<file path="src/rtl/round_key_reader_pkg.sv">
// Shared key-schedule definitions: default widths, the largest AES round index
// and the sequencer state encoding.
package round_key_reader_pkg;

  localparam int WORD_W_DEFAULT = 32;
  localparam int ADDR_W_DEFAULT = 4;

  // AES-256 has 14 rounds, the largest key-schedule index we ever need
  localparam logic [3:0] MAX_ROUND = 4'd14;

  typedef enum logic [1:0] {
    ST_IDLE    = 2'd0,
    ST_FETCH   = 2'd1,
    ST_WAIT    = 2'd2,
    ST_PRESENT = 2'd3
  } state_t;

endpackage

</file>
<file path="src/rtl/round_key_reader.sv">
// Walks the expanded-key RAM (encrypt or decrypt bank) from round 0 up to the
// requested last round, presenting one four-word round key per handshake.
module round_key_reader
  import round_key_reader_pkg::*;
#(
  parameter int WORD_W = WORD_W_DEFAULT,
  parameter int ADDR_W = ADDR_W_DEFAULT
) (
  input  logic              iClk,
  input  logic              iRst_n,
  input  logic              iStart,
  input  logic              iDecrypt,
  input  logic [3:0]        iRound,
  output logic [ADDR_W-1:0] oRAM_Ke_addr,
  input  logic [WORD_W-1:0] iRAM_Ke_data_1,
  input  logic [WORD_W-1:0] iRAM_Ke_data_2,
  input  logic [WORD_W-1:0] iRAM_Ke_data_3,
  input  logic [WORD_W-1:0] iRAM_Ke_data_4,
  output logic [ADDR_W-1:0] oRAM_Kd_addr,
  input  logic [WORD_W-1:0] iRAM_Kd_data_1,
  input  logic [WORD_W-1:0] iRAM_Kd_data_2,
  input  logic [WORD_W-1:0] iRAM_Kd_data_3,
  input  logic [WORD_W-1:0] iRAM_Kd_data_4,
  output logic              oKey_valid,
  input  logic              iKey_ready,
  output logic [WORD_W-1:0] oKey_data_1,
  output logic [WORD_W-1:0] oKey_data_2,
  output logic [WORD_W-1:0] oKey_data_3,
  output logic [WORD_W-1:0] oKey_data_4,
  output logic [3:0]        oKey_round,
  output logic              oKey_last,
  output logic              oBusy
);

  state_t            state;
  state_t            state_nxt;
  logic              decrypt_lat;
  logic [3:0]        round_lat;
  logic [ADDR_W-1:0] addr;

  // Both banks share one address; the bank choice is made on the read data
  assign oRAM_Ke_addr = addr;
  assign oRAM_Kd_addr = addr;

  always_ff @(posedge iClk) begin
    if (!iRst_n) begin
      state <= ST_IDLE;
    end else begin
      state <= state_nxt;
    end
  end

  always_comb begin
    state_nxt = state;
    unique case (state)
      ST_IDLE:    if (iStart) state_nxt = ST_FETCH;
      ST_FETCH:   state_nxt = ST_WAIT;
      ST_WAIT:    state_nxt = ST_PRESENT;
      ST_PRESENT: if (iKey_ready) state_nxt = oKey_last ? ST_IDLE : ST_FETCH;
      default:    state_nxt = ST_IDLE;
    endcase
  end

  always_comb begin
    oKey_valid = (state == ST_PRESENT);
    oBusy      = (state != ST_IDLE);
  end

  // Request parameters are captured once at start; later input changes are ignored
  always_ff @(posedge iClk) begin
    if (!iRst_n) begin
      decrypt_lat <= 1'b0;
      round_lat   <= 4'd0;
      addr        <= '0;
      oKey_data_1 <= '0;
      oKey_data_2 <= '0;
      oKey_data_3 <= '0;
      oKey_data_4 <= '0;
      oKey_round  <= 4'd0;
      oKey_last   <= 1'b0;
    end else begin
      unique case (state)
        ST_IDLE: begin
          if (iStart) begin
            decrypt_lat <= iDecrypt;
            // Out-of-range requests are capped so the walk stays inside the key table
            round_lat   <= (iRound > MAX_ROUND) ? MAX_ROUND : iRound;
            addr        <= '0;
          end
        end
        ST_WAIT: begin
          oKey_data_1 <= decrypt_lat ? iRAM_Kd_data_1 : iRAM_Ke_data_1;
          oKey_data_2 <= decrypt_lat ? iRAM_Kd_data_2 : iRAM_Ke_data_2;
          oKey_data_3 <= decrypt_lat ? iRAM_Kd_data_3 : iRAM_Ke_data_3;
          oKey_data_4 <= decrypt_lat ? iRAM_Kd_data_4 : iRAM_Ke_data_4;
          oKey_round  <= 4'(addr);
          oKey_last   <= (addr == ADDR_W'(round_lat));
        end
        ST_PRESENT: begin
          if (iKey_ready) begin
            oKey_last <= 1'b0;
            if (!oKey_last) addr <= addr + ADDR_W'(1);
          end
        end
        default: ;
      endcase
    end
  end

endmodule

</file>
<file path="config.mk">
export PLATFORM = sky130hd
export DESIGN_NAME = round_key_reader
export DESIGN_NICKNAME = d
export VERILOG_FILES = /design/src/rtl/round_key_reader_pkg.sv /design/src/rtl/round_key_reader.sv
export SDC_FILE = /design/constraint.sdc
export NUM_CORES = 1
export LEC_CHECK = 0
export BUFFER_PORTS_ARGS = -buffer_cell sky130_fd_sc_hd__buf_2
export CORE_AREA = 4 4 158 160
export CTS_BUF_LIST = sky130_fd_sc_hd__clkbuf_4 sky130_fd_sc_hd__clkbuf_8 sky130_fd_sc_hd__clkbuf_16
export DETAILED_ROUTE_END_ITERATION = 8
export DIE_AREA = 0 0 162 164
export PLACE_DENSITY = 0.61
export RECOVER_POWER = 50
export SKIP_LAST_GASP = 1
export SYNTH_ARGS = -nofsm -noshare
export SYNTH_HDL_FRONTEND = slang
export SYNTH_SLANG_ARGS = --single-unit
</file>
<file path="constraint.sdc">
create_clock -name iClk -period 1.7 [get_ports iClk]
set_input_delay 0.34 -clock iClk [delete_from_list [all_inputs] [get_ports iClk]]
set_output_delay 0.34 -clock iClk [all_outputs]
set_load 0.03 [all_outputs]
</file>
==> results.sh, run 1 <==
export IMPL_status="finished clean"
export IMPL_hold_start="iDecrypt"
export IMPL_die_w_um=162
export IMPL_design_area_um2=9770
export IMPL_drc_errors=0
export IMPL_cts_htree_levels=4
export IMPL_grt_overflow=0
export IMPL_clk_path_buf_depth=2
export IMPL_crit_type="flip-flop to output port"
export IMPL_dr_wl_met2_mm=10.3
export IMPL_grt_pass1_vias=6159
export IMPL_skew_ps=7.93
export IMPL_period_share_pct=98.1
export IMPL_synth_seq_cells=144
export IMPL_worst_pin_slew_ps=435
export IMPL_die_area_um2=26600
export IMPL_dp_hpwl_mm=15.8
export IMPL_vias=6304
export IMPL_hold_viol=0
export IMPL_syn_nets=938
export IMPL_insertedDiodeCount=0
export IMPL_grt_usage_pct=14.4
export IMPL_start_kind="flip-flop"
export IMPL_final_nets=1329
export IMPL_ys_seq_area_share_pct=42.4
export IMPL_drtIter0Drc=189
export IMPL_vias_per_cell=4.54
export IMPL_place_worst_setup_slack_ps=44.6
export IMPL_io_pins=408
export IMPL_antenna_left=0
export IMPL_max_slew_margin_pct=71.1
export IMPL_grt_pass1_wl_mm=30.9
export IMPL_powerDensity_nw_per_um2=1690
export IMPL_path_max_fanout=9
export IMPL_p_leak_nw=4.98
export IMPL_layout_commonest_cell="buf_2"
export IMPL_timing_rr_start="state[0]"
export IMPL_highest_layer="met5"
export IMPL_required_ps=1360
export IMPL_fmax_mhz=600
export IMPL_r2r_end="oKey_data_3[1]"
export IMPL_synthCells=667
export IMPL_cts_root_buf="clkbuf_16"
export IMPL_die_h_um=164
export IMPL_whs_endpoint="decrypt_lat"
export IMPL_holdWs_ps=205
export IMPL_synthesis_area_um2=6800
export IMPL_antenna_found_initial=1
export IMPL_clk_pin_slew_worst_paths_ps=60
export IMPL_grt_max_degree=89
export IMPL_row_count=56
export IMPL_post_drt_wl_per_cell_um=14.7
export IMPL_hold_buffers=0
export IMPL_synth_edf_count=0
export IMPL_finalSetupViolCount=0
export IMPL_cts_tree="done"
export IMPL_reg2reg_depth=7
export IMPL_core_area_um2=23400
export IMPL_wl_mm=20.4
export IMPL_async_flop_share_pct=0
export IMPL_slew_violations=0
export IMPL_mostFrequentLayoutCells="buf_2 (297), dfxtp_1 (142), nand2_1 (138)"
export IMPL_start_util_pct=29.1
export IMPL_post_route_util_pct=41.8
export IMPL_total_power_mw=16.6
export IMPL_worstPathArrival_ps=1330
export IMPL_gp_congestion=0.769
export IMPL_hold_depth=3
export IMPL_yosysUniqueCellTypes=29
export IMPL_yosysWarnings=0
export IMPL_cts_buffers_inserted=17
export IMPL_finalCriticalPeriod_ps=1670
export IMPL_drive_gt1_share_pct=34.5
export IMPL_vdd_drop_max_mv=0.636
export IMPL_syn2layout_area_growth_pct=43.7
export IMPL_cts_sinks=144
export IMPL_routed_wl_met3_mm=1.68
export IMPL_ys_flop_type="dfxtp_1"
export IMPL_m1WireLength_mm=8.11
export IMPL_crit_path_end_kind="output port"
export IMPL_worst_slack_ps=32.5
export IMPL_dr_pass1_iters=4
export IMPL_placed_area_um2=9270
export IMPL_max_cap_violations=0
export IMPL_clkLatencyLatePin_ps=410
export IMPL_rsz0062_at_grt="true"
export IMPL_port_buffers=407
export IMPL_syn_avg_cell_area_um2=10.2
export IMPL_reg2reg_setup_slack_ps=170
export IMPL_hold_class="input port to flip-flop"
==> synthesized netlist by cell type (3+ instances only) <==
library cell	number	share of area, %
nor2b_1	7	0.64
nand3_1	9	0.66
mux2i_1	134	20
o21ai_0	3	0.22
ha_1	6	1.1
dfxtp_1	144	42
nand2_1	138	7.6
inv_1	4	0.22
buf_4	18	2.0
a21oi_1	3	0.22
o211a_1	128	19
clkbuf_1	22	1.2
a21boi_0	6	0.66
buf_2	26	1.9
==> worst max-delay path by stage <==
stage / slack [ps] / startpoint / to / cells after the start
detailed placement: 40 / state[1] / oRAM_Kd_addr[3] / 6
finish: 30 / state[1] / oKey_valid / 2
global placement: 90 / state[1] / oRAM_Kd_addr[3] / 6
global route: -50 / state[0] / oKey_valid / 2
floorplan: 30 / state[1] / oRAM_Kd_addr[1] / 6
CTS: -6 / state[1] / oKey_valid / 2
==> metal layers <==
layer	vias to the layer above	GRT usage (%)
met5	-	0
met4	2	4.58
met3	19	4.59
met2	241	26.3
met1	2863	16.0
li1	3179	-
==> flip-flops by register name (all words and copies together), names as in the netlist <==
register and cells:
oRAM_Kd_addr 4, oKey_data_4 32, state 2, decrypt_lat 1, oKey_data_2 32, oKey_last 1, oKey_round 4, oKey_data_1 32
oKey_data_3 32, round_lat 4
==> report_power, final <==
part / switching (mW) / internal, mW
registers: 0.600 / 4.55
logic: 4.82 / 2.69
clock network: 1.52 / 2.38
total: 6.94 / 9.62
==> what timing repair did <==
item	4_1_cts	5_1_grt
setup endpoints to repair	2	2
setup buffers	0	1
cloned	0	0
resized for setup	4	2
==> through the flow <==
step / setup TNS, ps / instances
2_1_floorplan: 0 / 667
3_3_place_gp: 0 / 1357
3_5_place_dp: 0 / 1357
4_1_cts: -6.87 / 1389
5_1_grt: -49.2 / 1390
6_report: 0 / 1390
==> worst max-delay path, cell delays in order (launching register included) <==
cell and delay, ps:
dfxtp_4 370, ha_2 300, buf_2 250
==> kinds of logic after synthesis <==
logic type	after synthesis	share of synthesized area (%)
flops	144	42.4
buf+inv	71	5.50
simple gates	163	9.93
compound gates	145	20.8
mux	134	19.7
xor+xnor	4	0.515
fa+ha+maj	6	1.10
==> area by class of cell <==
class / count / area, um^2
Timing Repair Buffer: 439 / 2280
Sequential cell: 144 / 2890
Tap cell: 319 / 399
Fill cell: 2424 / 13600
Multi-Input combinational cell: 452 / 3570
Inverter: 4 / 15.0
Clock inverter: 13 / 176
Clock buffer: 19 / 440
Power figures use the tool's default switching activity.
==> inputs of run 2 (changes only) <==
Settings changed: CTS_BUF_LIST sky130_fd_sc_hd__clkbuf_4 sky130_fd_sc_hd__clkbuf_8 sky130_fd_sc_hd__clkbuf_16 to unset.
==> run 2 against run 1 <==
Compared with the run above: count of clock-buffer cells in the layout did not move; critical path depth did not move; non-clock buffer count is the same; flip-flop and latch count unchanged; final area about the same; die area unchanged; largest cell class unchanged; highest routed layer unchanged.
==> results.sh, run 2 (same netlist as run 1, synthesis figures left out) <==
export IMPL_grtUsageMet2_pct=26.3
export IMPL_timing_rr_start="state[0]"
export IMPL_finalSetupViolCount=0
export IMPL_drc_errors=0
export IMPL_period_share_pct=98.1
export IMPL_status="finished clean"
export IMPL_core_area_um2=23400
export IMPL_critPathBufInv=1
export IMPL_grt_pass1_wl_mm=30.9
export IMPL_cp_num_cells=2
export IMPL_antenna_left=0
export IMPL_syn2layout_area_growth_pct=43.6
export IMPL_wl_mm=20.4
export IMPL_worst_pin_slew_ps=443
export IMPL_grt_usage_pct=14.4
export IMPL_dp_hpwl_mm=15.8
export IMPL_port_buffers=407
export IMPL_r2r_end="oKey_data_3[1]"
export IMPL_p_leak_nw=4.97
export IMPL_grt_pass1_vias=6161
export IMPL_vias=6342
export IMPL_max_slew_margin_pct=70.6
export IMPL_vias_per_cell=4.56
export IMPL_critical_path_slowest_cell="dfxtp_4"
export IMPL_clk_path_buf_depth=2
export IMPL_worstPathArrival_ps=1330
export IMPL_cts_sinks=144
export IMPL_final_nets=1329
export IMPL_worst_slack_ps=32.0
export IMPL_required_ps=1360
export IMPL_cp_cell_sequence="ha_2, buf_2"
export IMPL_reg2reg_depth=7
export IMPL_slew_violations=0
export IMPL_rsz0062_at_grt="true"
export IMPL_clkLatencyLatePin_ps=410
export IMPL_start_util_pct=29.1
export IMPL_die_h_um=164
export IMPL_vdd_drop_max_mv=0.636
export IMPL_die_w_um=162
export IMPL_cts_buffers_inserted=17
export IMPL_design_area_um2=9770
export IMPL_hold_viol=0
export IMPL_grt_busiest_layer="met2"
export IMPL_gp_congestion=0.769
export IMPL_antenna_found_initial=1
export IMPL_crit_family="flip-flops"
export IMPL_hold_depth=3
export IMPL_post_drt_wl_per_cell_um=14.7
export IMPL_powerDensity_nw_per_um2=1690
export IMPL_use_met1_pct=16.0
export IMPL_insertedDiodeCount=0
export IMPL_drtIter0Drc=193
export IMPL_fmax_mhz=600
export IMPL_placed_area_um2=9270
export IMPL_reg2reg_setup_slack_ps=170
export IMPL_cts_htree_levels=4
export IMPL_whs_endpoint="decrypt_lat"
export IMPL_hold_class="input port to flip-flop"
export IMPL_skew_ps=7.26
export IMPL_die_area_um2=26600
export IMPL_crit_type="flip-flop to output port"
export IMPL_dr_pass1_iters=4
export IMPL_io_pins=408
export IMPL_place_worst_setup_slack_ps=44.6
export IMPL_grt_max_degree=89
export IMPL_finalCriticalPeriod_ps=1670
export IMPL_hold_buffers=0
export IMPL_cts_root_buf="clkbuf_16"
export IMPL_row_count=56
export IMPL_layout_commonest_cell="buf_2"
export IMPL_cts_tree="done"
export IMPL_drive_gt1_share_pct=34.4
export IMPL_start_kind="flip-flop"
export IMPL_slowest_delay_ps=370
export IMPL_grt_overflow=0
export IMPL_clk_pin_slew_worst_paths_ps=60
export IMPL_hold_start="iDecrypt"
export IMPL_max_cap_violations=0
export IMPL_crit_path_end_kind="output port"
export IMPL_mostFrequentLayoutCells="buf_2 (297), dfxtp_1 (142), nand2_1 (138)"
export IMPL_met3_usage_pct=4.59
export IMPL_path_max_fanout=9
-- run 2: worst max path at each step --
stage / start / end
floorplan: state[1] / oRAM_Kd_addr[1]
global placement: state[1] / oRAM_Kd_addr[3]
detailed placement: state[1] / oRAM_Kd_addr[3]
CTS: state[1] / oKey_valid
global route: state[0] / oKey_valid
finish: state[1] / oKey_valid
-- run 2: metrics by stage --
step                utilization, %  power, mW  hold WS, ps  TNS (ps)  cells
finish                        41.7       16.5          205         0   1390
global route                  41.7       17.6          200     -49.2   1390
CTS                           42.3       17.0          175     -6.87   1389
detailed placement            39.6       13.0          461         0   1357
global placement              39.6       12.9          455         0   1357
floorplan                        -       10.4          454         0    667
-- run 2: cell type report --
| cell class | instances | area (um^2) |
|---|---|---|
| clock buffer | 19 | 433 |
| clock inverter | 13 | 176 |
| fill | 2422 | 13600 |
| inverter | 4 | 15.0 |
| multi-input combinational | 452 | 3570 |
| sequential | 144 | 2890 |
| tap | 319 | 399 |
| timing repair buffer | 439 | 2280 |
-- run 2: metal layers --
metal  part of all wire [%]  up-vias  routed length, um
li1                       -     3184                  -
met1                     40     2892               8130
met2                     51      245              10300
met3                    8.3       19               1690
met4                    1.2        2                253
met5                  0.064        -                 13
-- run 2: power breakdown --
group	leakage (nW)	total (mW)	internal (mW)	switching (mW)
sequential	1.18	5.15	4.55	0.599
clock	0.287	3.87	2.34	1.53
combinational	3.51	7.52	2.69	4.82
-- run 2: timing repair --
action / 4_1_cts / 5_1_grt
endpoints found under the setup margin: 2 / 2
setup buffers: 0 / 1
pin swaps: 0 / 0
gates cloned: 0 / 0
gates resized for setup: 4 / 2
-- run 2: worst min-delay path: stages --
cell      delay, ps
buf_2           100
nand3_1          60
a21boi_0         70
==> inputs of run 3 (changes only) <==
Settings changed: CTS_BUF_LIST set to sky130_fd_sc_hd__clkbuf_16.
==> run 3 against run 2 <==
Compared with the run above: die area stayed put; count of clock-buffer cells in the layout fell by 2; clock power is essentially flat; largest cell class unchanged; highest routed layer unchanged; sequential share of layout area did not move; combinational power is essentially flat.
==> results.sh, run 3 (same netlist as run 1, synthesis figures left out) <==
export IMPL_status="finished clean"
export IMPL_skew_ps=7.49
export IMPL_clk_pin_slew_worst_paths_ps=60
export IMPL_port_buffers=407
export IMPL_cp_cell_sequence="ha_2, buf_2"
export IMPL_slowest_delay_ps=370
export IMPL_grt_usage_pct=14.4
export IMPL_start_util_pct=29.1
export IMPL_drtIter0Drc=193
export IMPL_die_h_um=164
export IMPL_place_worst_setup_slack_ps=44.6
export IMPL_finalSetupTns_ps=0
export IMPL_drive_gt1_share_pct=34.4
export IMPL_vias=6339
export IMPL_layout_commonest_cell="buf_2"
export IMPL_crit_path_end_kind="output port"
export IMPL_syn2layout_area_growth_pct=43.6
export IMPL_hold_viol=0
export IMPL_cts_tree="done"
export IMPL_vdd_drop_max_mv=0.636
export IMPL_crit_type="flip-flop to output port"
export IMPL_antenna_found_initial=1
export IMPL_rsz0062_at_grt="true"
export IMPL_clk_path_buf_depth=2
export IMPL_worst_slack_ps=32.0
export IMPL_gp_congestion=0.769
export IMPL_io_pins=408
export IMPL_cts_htree_levels=4
export IMPL_final_nets=1329
export IMPL_cp_startpoint="state[1]"
export IMPL_hold_class="input port to flip-flop"
export IMPL_post_route_util_pct=41.7
export IMPL_dr_pass1_iters=4
export IMPL_core_area_um2=23400
export IMPL_mostFrequentLayoutCells="buf_2 (297), dfxtp_1 (142), nand2_1 (138)"
export IMPL_max_cap_violations=0
export IMPL_timing_rr_start="state[0]"
export IMPL_antenna_left=0
export IMPL_finalCriticalPeriod_ps=1670
export IMPL_vias_per_cell=4.56
export IMPL_cts_sinks=144
export IMPL_grt_pass1_vias=6161
export IMPL_start_kind="flip-flop"
export IMPL_max_slew_margin_pct=70.6
export IMPL_row_count=56
export IMPL_slew_violations=0
export IMPL_clkLatencyLatePin_ps=410
export IMPL_die_area_um2=26600
export IMPL_critical_path_slowest_cell="dfxtp_4"
export IMPL_drc_errors=0
export IMPL_grt_max_degree=89
export IMPL_finalSetupViolCount=0
export IMPL_worstPathArrival_ps=1330
export IMPL_p_leak_nw=4.98
export IMPL_cts_buffers_inserted=17
export IMPL_fmax_mhz=600
export IMPL_cts_root_buf="clkbuf_16"
export IMPL_grt_pass1_wl_mm=30.9
export IMPL_wl_mm=20.4
export IMPL_insertedDiodeCount=0
export IMPL_path_max_fanout=9
export IMPL_worst_pin_slew_ps=443
export IMPL_grt_overflow=0
export IMPL_holdWs_ps=204
export IMPL_die_w_um=162
export IMPL_n_fill_cell=2422
export IMPL_period_share_pct=98.1
export IMPL_powerDensity_nw_per_um2=1690
export IMPL_post_drt_wl_per_cell_um=14.7
export IMPL_hold_start="iDecrypt"
export IMPL_required_ps=1360
export IMPL_dp_hpwl_mm=15.8
## run 3: worst paths after layout
check,endpoint,slack (ps),cells after the start
worst min register to register,oKey_data_4[0],480,1
worst max-delay path,oKey_valid,30,2
worst max register to register,oKey_data_3[1],170,7
worst min-delay path,decrypt_lat,200,3
## run 3: final cells by class
| type | count | area, um^2 | area share [%] |
|---|---|---|---|
| Multi-Input combinational cell | 452 | 3570 | 36.6 |
| Clock buffer | 17 | 425 | 4.36 |
| Tap cell | 319 | 399 | 4.09 |
| Inverter | 4 | 15.0 | 0.154 |
| Timing Repair Buffer | 439 | 2280 | 23.4 |
| Sequential cell | 144 | 2890 | 29.6 |
| Clock inverter | 15 | 184 | 1.88 |
## run 3: layer usage
| metal | share of wire, % | vias to the layer above | GRT usage, % |
|---|---|---|---|
| met5 | 0.064 | - | 0 |
| met4 | 1.2 | 2 | 4.58 |
| met3 | 8.3 | 19 | 4.59 |
| met2 | 51 | 245 | 26.3 |
| met1 | 40 | 2890 | 16.0 |
| li1 | - | 3183 | - |
## run 3: repair_timing
item / CTS / global route
resized for setup: 4 / 2
hold buffers: 0 / 0
setup buffers: 0 / 1
pin swaps: 0 / 0
setup endpoints to repair: 2 / 2
## run 3: power breakdown
| group | switching (mW) | internal (mW) | total (mW) |
|---|---|---|---|
| sequential | 0.599 | 4.55 | 5.15 |
| clock | 1.53 | 2.33 | 3.86 |
| combinational | 4.82 | 2.69 | 7.52 |
## run 3: critical path: cells and delay by family (launching register included)
family / cells / cell delay [ps]
fa+ha+maj: 1 / 300
buf+inv: 1 / 250
flops: 1 / 370
## run 3: metrics by stage
step / std cells / cell area, um^2 / power, mW
6_report: 1390 / 9770 / 16.5
5_1_grt: 1390 / 9770 / 17.5
4_1_cts: 1389 / 9890 / 17.0
3_5_place_dp: 1357 / 9270 / 13.0
3_3_place_gp: 1357 / 9270 / 12.9
2_1_floorplan: 667 / 6800 / 10.4
